===== config.mk =====
export PLATFORM = sky130hd
export DESIGN_NAME = mcrp_sequencer_flat
export DESIGN_NICKNAME = d
export VERILOG_FILES = /design/src/rtl/mcrp_pkg.sv /design/src/rtl/mcrp_sequencer_if.sv /design/src/rtl/mcrp_wait_timer.sv /design/src/rtl/mcrp_sequencer.sv /design/src/flat_wrapper.sv
export SDC_FILE = /design/constraint.sdc
export NUM_CORES = 1
export LEC_CHECK = 0
export ABC_AREA = 1
export CAP_MARGIN = 0
export CORE_MARGIN = 2
export CORE_UTILIZATION = 45
export CTS_CLUSTER_SIZE = 24
export DETAILED_ROUTE_END_ITERATION = 16
export GPL_TIMING_DRIVEN = 0
export PLACE_DENSITY = 0.76
export SYNTH_ARGS = -nofsm -noshare
export SYNTH_HDL_FRONTEND = slang
export SYNTH_SLANG_ARGS = --single-unit

===== constraint.sdc =====
create_clock -name clk -period 3.4 [get_ports clk]
set_input_delay 0.85 -clock clk [delete_from_list [all_inputs] [get_ports clk]]
set_output_delay 0.85 -clock clk [all_outputs]
set_load 0.02 [all_outputs]

===== src/rtl/mcrp_pkg.sv =====
// mcrp_pkg: shared encodings for the MCRP multi-cycle sequencer
// (state codes, instruction type codes, opcode constants, pc_src encodings,
// per-type opcode legality).
package mcrp_pkg;

   typedef enum logic [2:0] {
      ST_IDLE = 3'd0,
      ST_IF   = 3'd1,
      ST_ID   = 3'd2,
      ST_EX   = 3'd3,
      ST_MEM  = 3'd4,
      ST_WB   = 3'd5,
      ST_ERR  = 3'd6
   } state_t;

   typedef enum logic [1:0] {
      TY_R = 2'b00,
      TY_I = 2'b01,
      TY_J = 2'b10,
      TY_S = 2'b11
   } itype_t;

   localparam logic [4:0] OP_CMP = 5'd3;   // R-type
   localparam logic [4:0] OP_LW  = 5'd2;   // I-type
   localparam logic [4:0] OP_SW  = 5'd3;   // I-type
   localparam logic [4:0] OP_BEQ = 5'd4;   // I-type
   localparam logic [4:0] OP_JAL = 5'd1;   // J-type

   localparam logic [1:0] PC_SRC_INC = 2'b00;
   localparam logic [1:0] PC_SRC_BTA = 2'b01;
   localparam logic [1:0] PC_SRC_JA  = 2'b10;
   localparam logic [1:0] PC_SRC_RA  = 2'b11;

   localparam logic [4:0] MAX_OP_R = 5'd3;
   localparam logic [4:0] MAX_OP_I = 5'd4;
   localparam logic [4:0] MAX_OP_J = 5'd1;
   localparam logic [4:0] MAX_OP_S = 5'd3;

   function automatic logic [4:0] max_legal_op(input itype_t t);
      case (t)
         TY_R:    return MAX_OP_R;
         TY_I:    return MAX_OP_I;
         TY_J:    return MAX_OP_J;
         default: return MAX_OP_S;
      endcase
   endfunction

   function automatic logic op_legal(input itype_t t, input logic [4:0] op);
      return (op <= max_legal_op(t));
   endfunction

endpackage


===== src/rtl/mcrp_sequencer_if.sv =====
// mcrp_sequencer_if: datapath <-> sequencer bundle. The datapath side (master)
// drives run/ir/zero/mem_ack; the sequencer side (slave) drives the strobes.
interface mcrp_sequencer_if #(parameter int CNT_W = 32);
   logic             run;
   logic [31:0]      ir;
   logic             zero;
   logic             mem_ack;
   logic [2:0]       state_out;
   logic             ir_write;
   logic             pc_write;
   logic [1:0]       pc_src;
   logic             reg_write;
   logic             wb_src;
   logic             mem_read;
   logic             mem_write;
   logic             stack_push;
   logic             stack_pop;
   logic             fault;
   logic [CNT_W-1:0] retired;

   modport master (
      output run, ir, zero, mem_ack,
      input  state_out, ir_write, pc_write, pc_src, reg_write, wb_src,
             mem_read, mem_write, stack_push, stack_pop, fault, retired
   );

   modport slave (
      input  run, ir, zero, mem_ack,
      output state_out, ir_write, pc_write, pc_src, reg_write, wb_src,
             mem_read, mem_write, stack_push, stack_pop, fault, retired
   );
endinterface


===== src/rtl/mcrp_wait_timer.sv =====
// mcrp_wait_timer: counts consecutive unacked MEM cycles; expired is high in
// the MAX_WAIT-th unacked cycle so the FSM leaves MEM for ERR on that edge.
// Only built when MCRP_MEM_WAIT_EN is defined.
module mcrp_wait_timer #(
   parameter int unsigned MAX_WAIT = 15
) (
   input  logic clk,
   input  logic reset,
   input  logic clr,
   input  logic en,
   output logic expired
);
   localparam int unsigned CW = (MAX_WAIT > 1) ? $clog2(MAX_WAIT) : 1;

   logic [CW-1:0] cnt_q, cnt_d;

   assign expired = en && (cnt_q == CW'(MAX_WAIT - 1));

   // Next count: restart on MEM entry, advance on each unacked MEM cycle.
   always_comb begin
      cnt_d = cnt_q;
      if (clr)
         cnt_d = '0;
      else if (en && !expired)
         cnt_d = cnt_q + 1'b1;
   end

   // Counter register.
   always_ff @(posedge clk or posedge reset) begin
      if (reset)
         cnt_q <= '0;
      else
         cnt_q <= cnt_d;
   end
endmodule


===== src/rtl/mcrp_sequencer.sv =====
// mcrp_sequencer: clocked multi-cycle FSM (IDLE/IF/ID/EX/MEM/WB/ERR) that
// decides when PC, IR, register file, data memory and stack are written.
// Optional build macro MCRP_MEM_WAIT_EN: MEM waits for mem_ack with a
// MAX_WAIT-cycle timeout to ERR; otherwise MEM is a single cycle.
module mcrp_sequencer
   import mcrp_pkg::*;
#(
   parameter int unsigned MAX_WAIT = 15,
   parameter int          CNT_W    = 32
) (
   input  logic               clk,
   input  logic               reset,
   mcrp_sequencer_if.slave    bus
);
   state_t           state_q, state_d;
   logic [4:0]       op_q, op_d;
   itype_t           typ_q, typ_d;
   logic             stop_q, stop_d;
   logic             fault_q, fault_d;
   logic [CNT_W-1:0] retired_q, retired_d;

   logic op_ok, is_lw, is_sw, is_beq, is_cmp, is_jal;
   logic mem_done, mem_expired, instr_end;

   logic       ir_write, pc_write, reg_write, wb_src;
   logic       mem_read, mem_write, stack_push, stack_pop;
   logic [1:0] pc_src;

   logic unused_ir_bits;
   assign unused_ir_bits = ^bus.ir[26:3];

`ifdef MCRP_MEM_WAIT_EN
   assign mem_done = bus.mem_ack;

   mcrp_wait_timer #(.MAX_WAIT(MAX_WAIT)) u_wait_timer (
      .clk     (clk),
      .reset   (reset),
      .clr     ((state_d == ST_MEM) && (state_q != ST_MEM)),
      .en      ((state_q == ST_MEM) && !bus.mem_ack),
      .expired (mem_expired)
   );
`else
   localparam int unsigned UNUSED_MAX_WAIT = MAX_WAIT;
   logic unused_mem_ack;
   assign unused_mem_ack = bus.mem_ack;
   assign mem_done       = 1'b1;
   assign mem_expired    = 1'b0;
`endif

   assign op_ok  = op_legal(typ_q, op_q);
   assign is_lw  = (typ_q == TY_I) && (op_q == OP_LW);
   assign is_sw  = (typ_q == TY_I) && (op_q == OP_SW);
   assign is_beq = (typ_q == TY_I) && (op_q == OP_BEQ);
   assign is_cmp = (typ_q == TY_R) && (op_q == OP_CMP);
   assign is_jal = (typ_q == TY_J) && (op_q == OP_JAL);

   // Last-state cycle of the current instruction: the PC is written and the
   // instruction retires here.
   assign instr_end = ((state_q == ST_ID)  && (typ_q == TY_J) && op_ok) ||
                      ((state_q == ST_EX)  && (is_cmp || is_beq))       ||
                      ((state_q == ST_MEM) && is_sw && mem_done)        ||
                      (state_q == ST_WB);

   // State register.
   always_ff @(posedge clk or posedge reset) begin
      if (reset)
         state_q <= ST_IDLE;
      else
         state_q <= state_d;
   end

   // Next-state decode.
   always_comb begin
      state_d = state_q;
      case (state_q)
         ST_IDLE: if (bus.run) state_d = ST_IF;
         ST_IF:   state_d = ST_ID;
         ST_ID: begin
            if (!op_ok)
               state_d = ST_ERR;
            else if (typ_q != TY_J)
               state_d = ST_EX;
         end
         ST_EX: begin
            if (is_lw || is_sw)
               state_d = ST_MEM;
            else
               state_d = ST_WB;
         end
         ST_MEM: begin
            if (mem_done && is_lw)
               state_d = ST_WB;
            else if (!mem_done && mem_expired)
               state_d = ST_ERR;
         end
         ST_ERR:  state_d = ST_ERR;
         default: state_d = state_q;
      endcase
      if (instr_end)
         state_d = bus.run ? ST_IF : ST_IDLE;
   end

   // Next values of the latched instruction fields, fault flag and counter.
   always_comb begin
      op_d      = op_q;
      typ_d     = typ_q;
      stop_d    = stop_q;
      if (state_q == ST_IF) begin
         op_d   = bus.ir[31:27];
         typ_d  = itype_t'(bus.ir[2:1]);
         stop_d = bus.ir[0];
      end
      fault_d   = fault_q || (state_d == ST_ERR);
      retired_d = retired_q + CNT_W'(instr_end);
   end

   // Instruction fields, sticky fault and retired counter.
   always_ff @(posedge clk or posedge reset) begin
      if (reset) begin
         op_q      <= '0;
         typ_q     <= TY_R;
         stop_q    <= 1'b0;
         fault_q   <= 1'b0;
         retired_q <= '0;
      end else begin
         op_q      <= op_d;
         typ_q     <= typ_d;
         stop_q    <= stop_d;
         fault_q   <= fault_d;
         retired_q <= retired_d;
      end
   end

   // Strobe decode from the state register and latched fields.
   always_comb begin
      ir_write   = (state_q == ST_IF);
      pc_write   = instr_end;
      pc_src     = PC_SRC_INC;
      stack_pop  = 1'b0;
      stack_push = (state_q == ST_ID) && is_jal;
      mem_read   = (state_q == ST_MEM) && is_lw;
      mem_write  = (state_q == ST_MEM) && is_sw;
      reg_write  = (state_q == ST_WB);
      wb_src     = (state_q == ST_WB) && is_lw;
      if (instr_end) begin
         if (typ_q == TY_J)
            pc_src = PC_SRC_JA;
         else if (is_beq && bus.zero)
            pc_src = PC_SRC_BTA;
         else if (stop_q) begin
            pc_src    = PC_SRC_RA;
            stack_pop = 1'b1;
         end
      end
   end

   assign bus.state_out  = state_q;
   assign bus.ir_write   = ir_write;
   assign bus.pc_write   = pc_write;
   assign bus.pc_src     = pc_src;
   assign bus.reg_write  = reg_write;
   assign bus.wb_src     = wb_src;
   assign bus.mem_read   = mem_read;
   assign bus.mem_write  = mem_write;
   assign bus.stack_push = stack_push;
   assign bus.stack_pop  = stack_pop;
   assign bus.fault      = fault_q;
   assign bus.retired    = retired_q;
endmodule


===== src/flat_wrapper.sv =====
// flat-port wrapper written by rule: the top's interface ports become plain ports
module mcrp_sequencer_flat import mcrp_pkg::*;
#(
   parameter int unsigned MAX_WAIT = 15,
   parameter int          CNT_W    = 32
)
  (clk, reset, bus_run, bus_ir, bus_zero, bus_mem_ack, bus_state_out, bus_ir_write, bus_pc_write, bus_pc_src, bus_reg_write, bus_wb_src, bus_mem_read, bus_mem_write, bus_stack_push, bus_stack_pop, bus_fault, bus_retired);
  mcrp_sequencer_if #(.CNT_W(CNT_W)) bus_i ();
  input  logic clk;
  input  logic reset;
  input wire logic [$bits(bus_i.run)-1:0] bus_run;
  input wire logic [$bits(bus_i.ir)-1:0] bus_ir;
  input wire logic [$bits(bus_i.zero)-1:0] bus_zero;
  input wire logic [$bits(bus_i.mem_ack)-1:0] bus_mem_ack;
  output wire logic [$bits(bus_i.state_out)-1:0] bus_state_out;
  output wire logic [$bits(bus_i.ir_write)-1:0] bus_ir_write;
  output wire logic [$bits(bus_i.pc_write)-1:0] bus_pc_write;
  output wire logic [$bits(bus_i.pc_src)-1:0] bus_pc_src;
  output wire logic [$bits(bus_i.reg_write)-1:0] bus_reg_write;
  output wire logic [$bits(bus_i.wb_src)-1:0] bus_wb_src;
  output wire logic [$bits(bus_i.mem_read)-1:0] bus_mem_read;
  output wire logic [$bits(bus_i.mem_write)-1:0] bus_mem_write;
  output wire logic [$bits(bus_i.stack_push)-1:0] bus_stack_push;
  output wire logic [$bits(bus_i.stack_pop)-1:0] bus_stack_pop;
  output wire logic [$bits(bus_i.fault)-1:0] bus_fault;
  output wire logic [$bits(bus_i.retired)-1:0] bus_retired;
  assign bus_i.run = bus_run;
  assign bus_i.ir = bus_ir;
  assign bus_i.zero = bus_zero;
  assign bus_i.mem_ack = bus_mem_ack;
  assign bus_state_out = bus_i.state_out;
  assign bus_ir_write = bus_i.ir_write;
  assign bus_pc_write = bus_i.pc_write;
  assign bus_pc_src = bus_i.pc_src;
  assign bus_reg_write = bus_i.reg_write;
  assign bus_wb_src = bus_i.wb_src;
  assign bus_mem_read = bus_i.mem_read;
  assign bus_mem_write = bus_i.mem_write;
  assign bus_stack_push = bus_i.stack_push;
  assign bus_stack_pop = bus_i.stack_pop;
  assign bus_fault = bus_i.fault;
  assign bus_retired = bus_i.retired;
  mcrp_sequencer #(.MAX_WAIT(MAX_WAIT), .CNT_W(CNT_W)) u_core (.clk(clk), .reset(reset), .bus(bus_i));
endmodule

==> metrics.yaml, run 1 <==
status:
  outcome: "finished, final reports clean"
route:
  dr.pass1.iters: 4
  drc: 0
  routed-via-count: 1988
  drtIter0Drc: 52
  top_layer: "met4"
  route.antenna.remaining_nets: 0
  wl_per_cell_um: 12.9
  wl_met3_um: 258
  wl_met1_um: 2330
  wl_met2_um: 2470
  viasPerCell: 4.95
  routed_wirelength_um: 5190
yosys:
  synth_edf_count: 0
  async_reset_ff_frac: 1.00
  synth-seq-cells: 44
  ys.flop_type: "dfrtp_1"
  syn_nets: 309
  synth_cell_types: 26
  yosysSeqAreaShare: 0.464
  synth.avg_cell_area_sq_um: 8.99
  synthCells: 264
  syn_area_sq_um: 2370
  yosys_warnings: 0
sta:
  finClkSkew_ps: 3.98
  hold_viol_final: 0
  slew_headroom: 0.756
  period_needed_ps: 3160
  fmax_mhz: 317
  tightest_slew_ps: 363
  timing.hold.ws_ps: 485
  fin_crit_sh: 0.928
  setup_violations: 0
  slew_viol_final: 0
setup_path:
  crit_path_max_fanout: 8
  arrival_ps: 3340
  critPathKind: "register to register"
  required_ps: 3580
  startpoint_type: "register"
  end_kind: "register"
pwr:
  vdd_drop_max_mv: 0.233
  power.leakage_nw: 1.51
  p_per_area_nw_per_um2: 543
placed_design:
  post_dp_cell_area_sq_um: 3050
  gp_congestion: 0.914
  dp_hpwl_um: 4000
  port_buffers: 57
global_route:
  grt_pass1_wl_um: 9000
  grt_usage: 0.189
  grt_max_degree: 39
  overflow: 0
  grt_pass1_vias: 2018
  antenna_found_initial: 0
clocking:
  cts_sinks: 44
  cts_tree: "built"
  htree_levels: 2
  clk_pin_slew_ps: 80
  numCtsBuffers: 5
  clk_latency_ps: 290
  cts_root_buffer: "clkbuf_8"
  clock_path_buffers: 2
  cts_hold_buf: 0
floorplanning:
  die-area_sq_um: 5870
  coreArea_sq_um: 5110
  rows: 26
  start_util: 0.465
  num_io_pins: 83
  die_h_um: 76.6
  die_w_um: 76.6
worst_hold_path:
  hp-class: "register to register"
layout:
  nNetsFinal: 376
  design_area_sq_um: 3160
  antennaDiodeCount: 0
  area_growth_syn_to_layout_pct: 33.2
  layout-drive-gt1-share: 0.108
flow_run:
  drv_cap: 0
[layout by cell type, fill, tap and decap left out, drive strengths merged]
cell / synthesis / final
a21oi: 3 / 3
ha: 8 / 8
dfrtp: 44 / 44
o21bai: 1 / 1
xor2: 16 / 16
nand3: 22 / 22
o211ai: 1 / 1
inv: 32 / 32
xnor2: 14 / 14
o21ai: 7 / 7
clkdlybuf4s50: 0 / 53
buf: 0 / 3
nand4: 11 / 11
clkbuf: 1 / 12
nand2: 55 / 55
nor3: 8 / 8
nand3b: 3 / 3
nor3b: 1 / 1
nor4: 3 / 3
nor2: 34 / 34
dlygate4sd2: 0 / 1
[stage by stage]
| stage | cells | worst slack (ps) | power, W | TNS, ps | util |
|---|---|---|---|---|---|
| floorplan | 264 | 441 | 0.00114 | 0 | - |
| global placement | 391 | 174 | 0.00137 | 0 | 0.594 |
| detailed placement | 392 | 150 | 0.00140 | 0 | 0.598 |
| CTS | 400 | 91.9 | 0.00172 | 0 | 0.614 |
| global route | 402 | -16.3 | 0.00185 | -16.3 | 0.619 |
| finish | 402 | 244 | 0.00172 | 0 | 0.619 |
[worst max-delay path, cell delays in order, from the launching register on]
cell and delay (ps):
dfrtp_1 380, inv_1 100, ha_1 170, inv_1 70
ha_1 310, a21oi_1 150, nand2_1 60, nand2_1 120
nand3_2 120, nand3_4 150, ha_2 210, ha_2 200
nand3_2 130, nor2_4 190, nand2_4 90, nor2_8 140
nand3b_4 110, nor2_4 110, nand3b_2 80, xnor2_1 120
[Yosys cell counts, drive strengths merged (3+ instances only)]
master | n | area share
nand3 | 22 | 0.053
nor4 | 3 | 0.0079
inv | 32 | 0.051
xor2 | 16 | 0.059
dfrtp | 44 | 0.46
nor2 | 34 | 0.081
ha | 8 | 0.042
xnor2 | 14 | 0.052
o21ai | 7 | 0.015
nand3b | 3 | 0.016
nor3 | 8 | 0.017
nand4 | 11 | 0.029
a21oi | 3 | 0.0063
nand2 | 55 | 0.096
[per-layer routing]
layer	GRT usage	up-vias
met1	0.232	936
met5	0	-
met4	0.0782	0
met3	0.0450	14
met2	0.321	55
li1	-	983
[final cells by class]
| class | instances | area [sq um] |
|---|---|---|
| buffer | 1 | 3.75 |
| clock buffer | 8 | 90.1 |
| fill | 445 | 1950 |
| inverter | 32 | 120 |
| multi-input combinational | 187 | 1170 |
| sequential | 44 | 1100 |
| tap | 70 | 87.6 |
| timing repair buffer | 60 | 589 |
[final timing paths]
check / start / end / slack [ps] / cells past startpoint
worst max-delay path: u_core.typ_q[1] / u_core.bus.retired[28] / 240 / 19
worst min-delay path: u_core.bus.fault / u_core.bus.fault / 490 / 1
worst max register to register: u_core.typ_q[1] / u_core.bus.retired[28] / 240 / 19
worst min register to register: u_core.bus.fault / u_core.bus.fault / 490 / 1
max in group asynchronous: reset / u_core.bus.retired[8] / 2200 / 3
min in group asynchronous: reset / u_core.op_q[4] / 770 / 2
[kinds of logic (layout without fill, tap and decap cells)]
| logic type | Yosys count | after routing | synth area share |
|---|---|---|---|
| AND/OR/NAND/NOR | 137 | 137 | 0.304 |
| flip-flops | 44 | 44 | 0.464 |
| XOR/XNOR | 30 | 30 | 0.111 |
| AO/OA/AOI/OAI | 12 | 12 | 0.0274 |
| buffers and inverters | 33 | 101 | 0.0522 |
| adder cells (fa/ha/maj) | 8 | 8 | 0.0422 |
[what timing repair did]
action                                  CTS  global route
pin swaps                                 0             2
buffers inserted                          0             2
endpoints found under the setup margin    4             6
gates resized for setup                   4            11
cloned                                    0             0
[power by group]
part | switching, W | leakage [nW] | internal (W)
Sequential | 0.0000887 | 0.584 | 0.000615
Clock | 0.000168 | 0.0455 | 0.000166
Combinational | 0.000412 | 0.879 | 0.000267
Total | 0.000668 | 1.51 | 0.00105
[registers in the layout, summed over array words and instances, names as in the netlist]
signal and flops:
u_core.bus.fault 1, u_core.bus.retired 32, u_core.bus.state_out 3, u_core.op_q 5
u_core.stop_q 1, u_core.typ_q 2
Power figures use the tool's default switching activity.
==> run 2, diff against run 1 <==
CTS_CLUSTER_SIZE = 28   (was 24)
==> results of run 2 <==
No change in the layout: final DEF, timing and power equal those of run 1.
==> run 3, diff against run 2 <==
SLEW_MARGIN = 25   (was unset)
==> run 3 against run 2 <==
Maximum frequency fell by 2.1%. Clock skew rose by 4.8 ps. Routed wire length down 0.67%. Final area grew 0.24%. Die area unchanged. Non-clock buffer count unchanged. Sequential cell count stayed put. Clock power up 2%. Sequential power about the same. Largest power group unchanged. Highest routed layer unchanged.
==> metrics.yaml, run 3 (synthesis results as in run 1) <==
layout:
  area_growth_syn_to_layout_pct: 33.5  # was 33.2%
  final_common_cell: "clkdlybuf4s50_1"  # unchanged
  fillers: 451  # was 445
  seqCellArea_sq_um: 1100  # unchanged
  nNetsFinal: 376  # unchanged
  multiInputGateArea_sq_um: 1160  # was 1170 sq um
  final_cell_mix: "clkdlybuf4s50_1 (53), nand2_1 (50), dfrtp_1 (44)"  # unchanged
  layout-drive-gt1-share: 0.102  # was 0.108
  antennaDiodeCount: 0  # unchanged
  largest_reg_flops: 32  # unchanged
floorplanning:
  die_w_um: 76.6  # unchanged
  die_h_um: 76.6  # unchanged
  die-area_sq_um: 5870  # unchanged
  rows: 26  # unchanged
  start_util: 0.465  # unchanged
  coreArea_sq_um: 5110  # unchanged
  num_io_pins: 83  # unchanged
setup_path:
  required_ps: 2550  # was 3580 ps
  critPathKind: "register to output pin"  # was register to register
  worstPathCellList: "inv_1, nand2_1, nor2_1, clkbuf_1, clkdlybuf4s50_1"  # was inv_1, ha_1, inv_1, ha_1, a21oi_1, nand2_1, nand2_1, nand3_2, nand3_4, ha_2, ha_2, nand3_2, nor2_4, nand2_4, nor2_8, nand3b_4, nor2_4, nand3b_2, xnor2_1
  crit_family: "buffers and inverters"  # was simple AND/OR/NAND/NOR gates
  cp_num_buf_inv: 3  # was 2
  crit_path_max_fanout: 10  # was 8
  end_kind: "output pin"  # was register
  reg2regPathDepth: 19  # unchanged
  arrival_ps: 2370  # was 3340 ps
  cpMaxStageDelayCell: "clkdlybuf4s50_1"  # was dfrtp_1
  path_depth: 5  # was 19
  slowest_delay_ps: 680  # was 380 ps
  startpoint_type: "register"  # unchanged
route:
  drtIter0Drc: 51  # was 52
  dr.pass1.iters: 4  # unchanged
  viasPerCell: 4.93  # was 4.95
  drc: 0  # unchanged
  route.antenna.remaining_nets: 0  # unchanged
  routed_wirelength_um: 5160  # was 5190 um
  routed-via-count: 1982  # was 1988
  wl_per_cell_um: 12.8  # was 12.9 um
placed_design:
  port_buffers: 57  # unchanged
  dp_hpwl_um: 4000  # about the same
  dp_slack_ps: 146  # was 150 ps
  gp_congestion: 0.914  # unchanged
sta:
  slew_viol_final: 0  # unchanged
  setup_violations: 0  # unchanged
  slew_headroom: 0.673  # was 0.756
  hold_viol_final: 0  # unchanged
  fmax_mhz: 310  # was 317 MHz
  fin_crit_sh: 0.948  # was 0.928
  finClkSkew_ps: 8.79  # was 3.98 ps
  layout_setup_ws_ps: 176  # was 244 ps
  rsz0062_at_grt: "false"
  fin_setup_tns_ps: 0  # unchanged
  period_needed_ps: 3220  # was 3160 ps
  tightest_slew_ps: 488  # was 363 ps
clocking:
  cts_tree: "built"  # unchanged
  cts_root_buffer: "clkbuf_8"  # unchanged
  cts_sinks: 44  # unchanged
  clk_latency_ps: 300  # was 290 ps
  htree_levels: 2  # unchanged
  clock_path_buffers: 2  # unchanged
  numCtsBuffers: 5  # unchanged
  clk_pin_slew_ps: 70  # was 80 ps
worst_hold_path:
  hold_depth: 1  # unchanged
  hp-class: "register to register"  # unchanged
global_route:
  grt_pass1_vias: 2014  # was 2018
  grt_pass1_wl_um: 9100  # was 9000 um
  antenna_found_initial: 0  # unchanged
  grt_max_degree: 25  # was 39
  overflow: 0  # unchanged
  grt_usage: 0.192  # was 0.189
pwr:
  vdd_drop_max_mv: 0.264  # was 0.233 mV
  p_per_area_nw_per_um2: 542  # was 543 nW/um^2
  power.leakage_nw: 1.52  # was 1.51 nW
flow_run:
  drv_cap: 0  # unchanged
status:
  outcome: "finished, final reports clean"  # unchanged
[run 3: final cells by class]
cell class              instances  area share
multi-input cells             187       0.367
flip-flops and latches         44       0.348
repair buffers                 60       0.189
inverters                      32      0.0379
well taps                      70      0.0276
clock buffers                   6      0.0261
clock inverters                 2     0.00316
plain buffers                   1     0.00118
[run 3: final timing paths]
check	from	to	slack (ps)
setup / recovery	u_core.bus.state_out[2]	bus_ir_write	180
hold / removal	u_core.bus.fault	u_core.bus.fault	470
setup reg to reg	u_core.typ_q[1]	u_core.bus.retired[28]	260
hold reg to reg	u_core.bus.fault	u_core.bus.fault	470
max in group asynchronous	reset	u_core.bus.retired[30]	2020
min in group asynchronous	reset	u_core.bus.retired[20]	890
[run 3: metrics by stage]
step                      utilization  hold WS, ps  std cells  cell area (sq um)  power, W
after floorplan                     -          465        264               2370   0.00114
after global placement          0.594          468        391               3030   0.00137
after detailed placement        0.598          463        392               3050   0.00140
after CTS                       0.615          483        400               3140   0.00172
after global routing            0.620          509        402               3170   0.00186
final                           0.620          474        402               3170   0.00172
[run 3: where the power goes]
| part | internal (W) | switching (W) | total, W | leakage [nW] |
|---|---|---|---|---|
| logic | 0.000269 | 0.000407 | 0.000675 | 0.881 |
| clock network | 0.000162 | 0.000177 | 0.000340 | 0.0510 |
| registers | 0.000615 | 0.0000874 | 0.000703 | 0.584 |
[run 3: worst register-to-register path, cell delays in order, from the launching register on]
cell and delay [ps]:
dfrtp_1 380, inv_1 100, ha_1 170, inv_1 80, ha_1 310, a21oi_1 150
nand2_1 60, nand2_1 110, nand3_2 110, nand3_4 150, ha_1 210, ha_2 210
nand3_2 130, nor2_4 200, nand2_4 90, nor2_8 140, nand3b_4 110, nor2_4 110
nand3b_2 80, xnor2_1 120
[run 3: repair_timing]
item	CTS	global route
pin swaps	0	2
hold buffers	0	0
gates resized for setup	4	7
setup buffers	0	2
setup endpoints to repair	4	5
endpoints found under the hold margin	0	0
[run 3: per-layer routing]
layer	wire length [um]	GRT usage	share of wire
met1	2300	0.233	0.45
met2	2460	0.330	0.48
met3	297	0.0509	0.058
met4	95	0.0691	0.018
met5	0	0	0
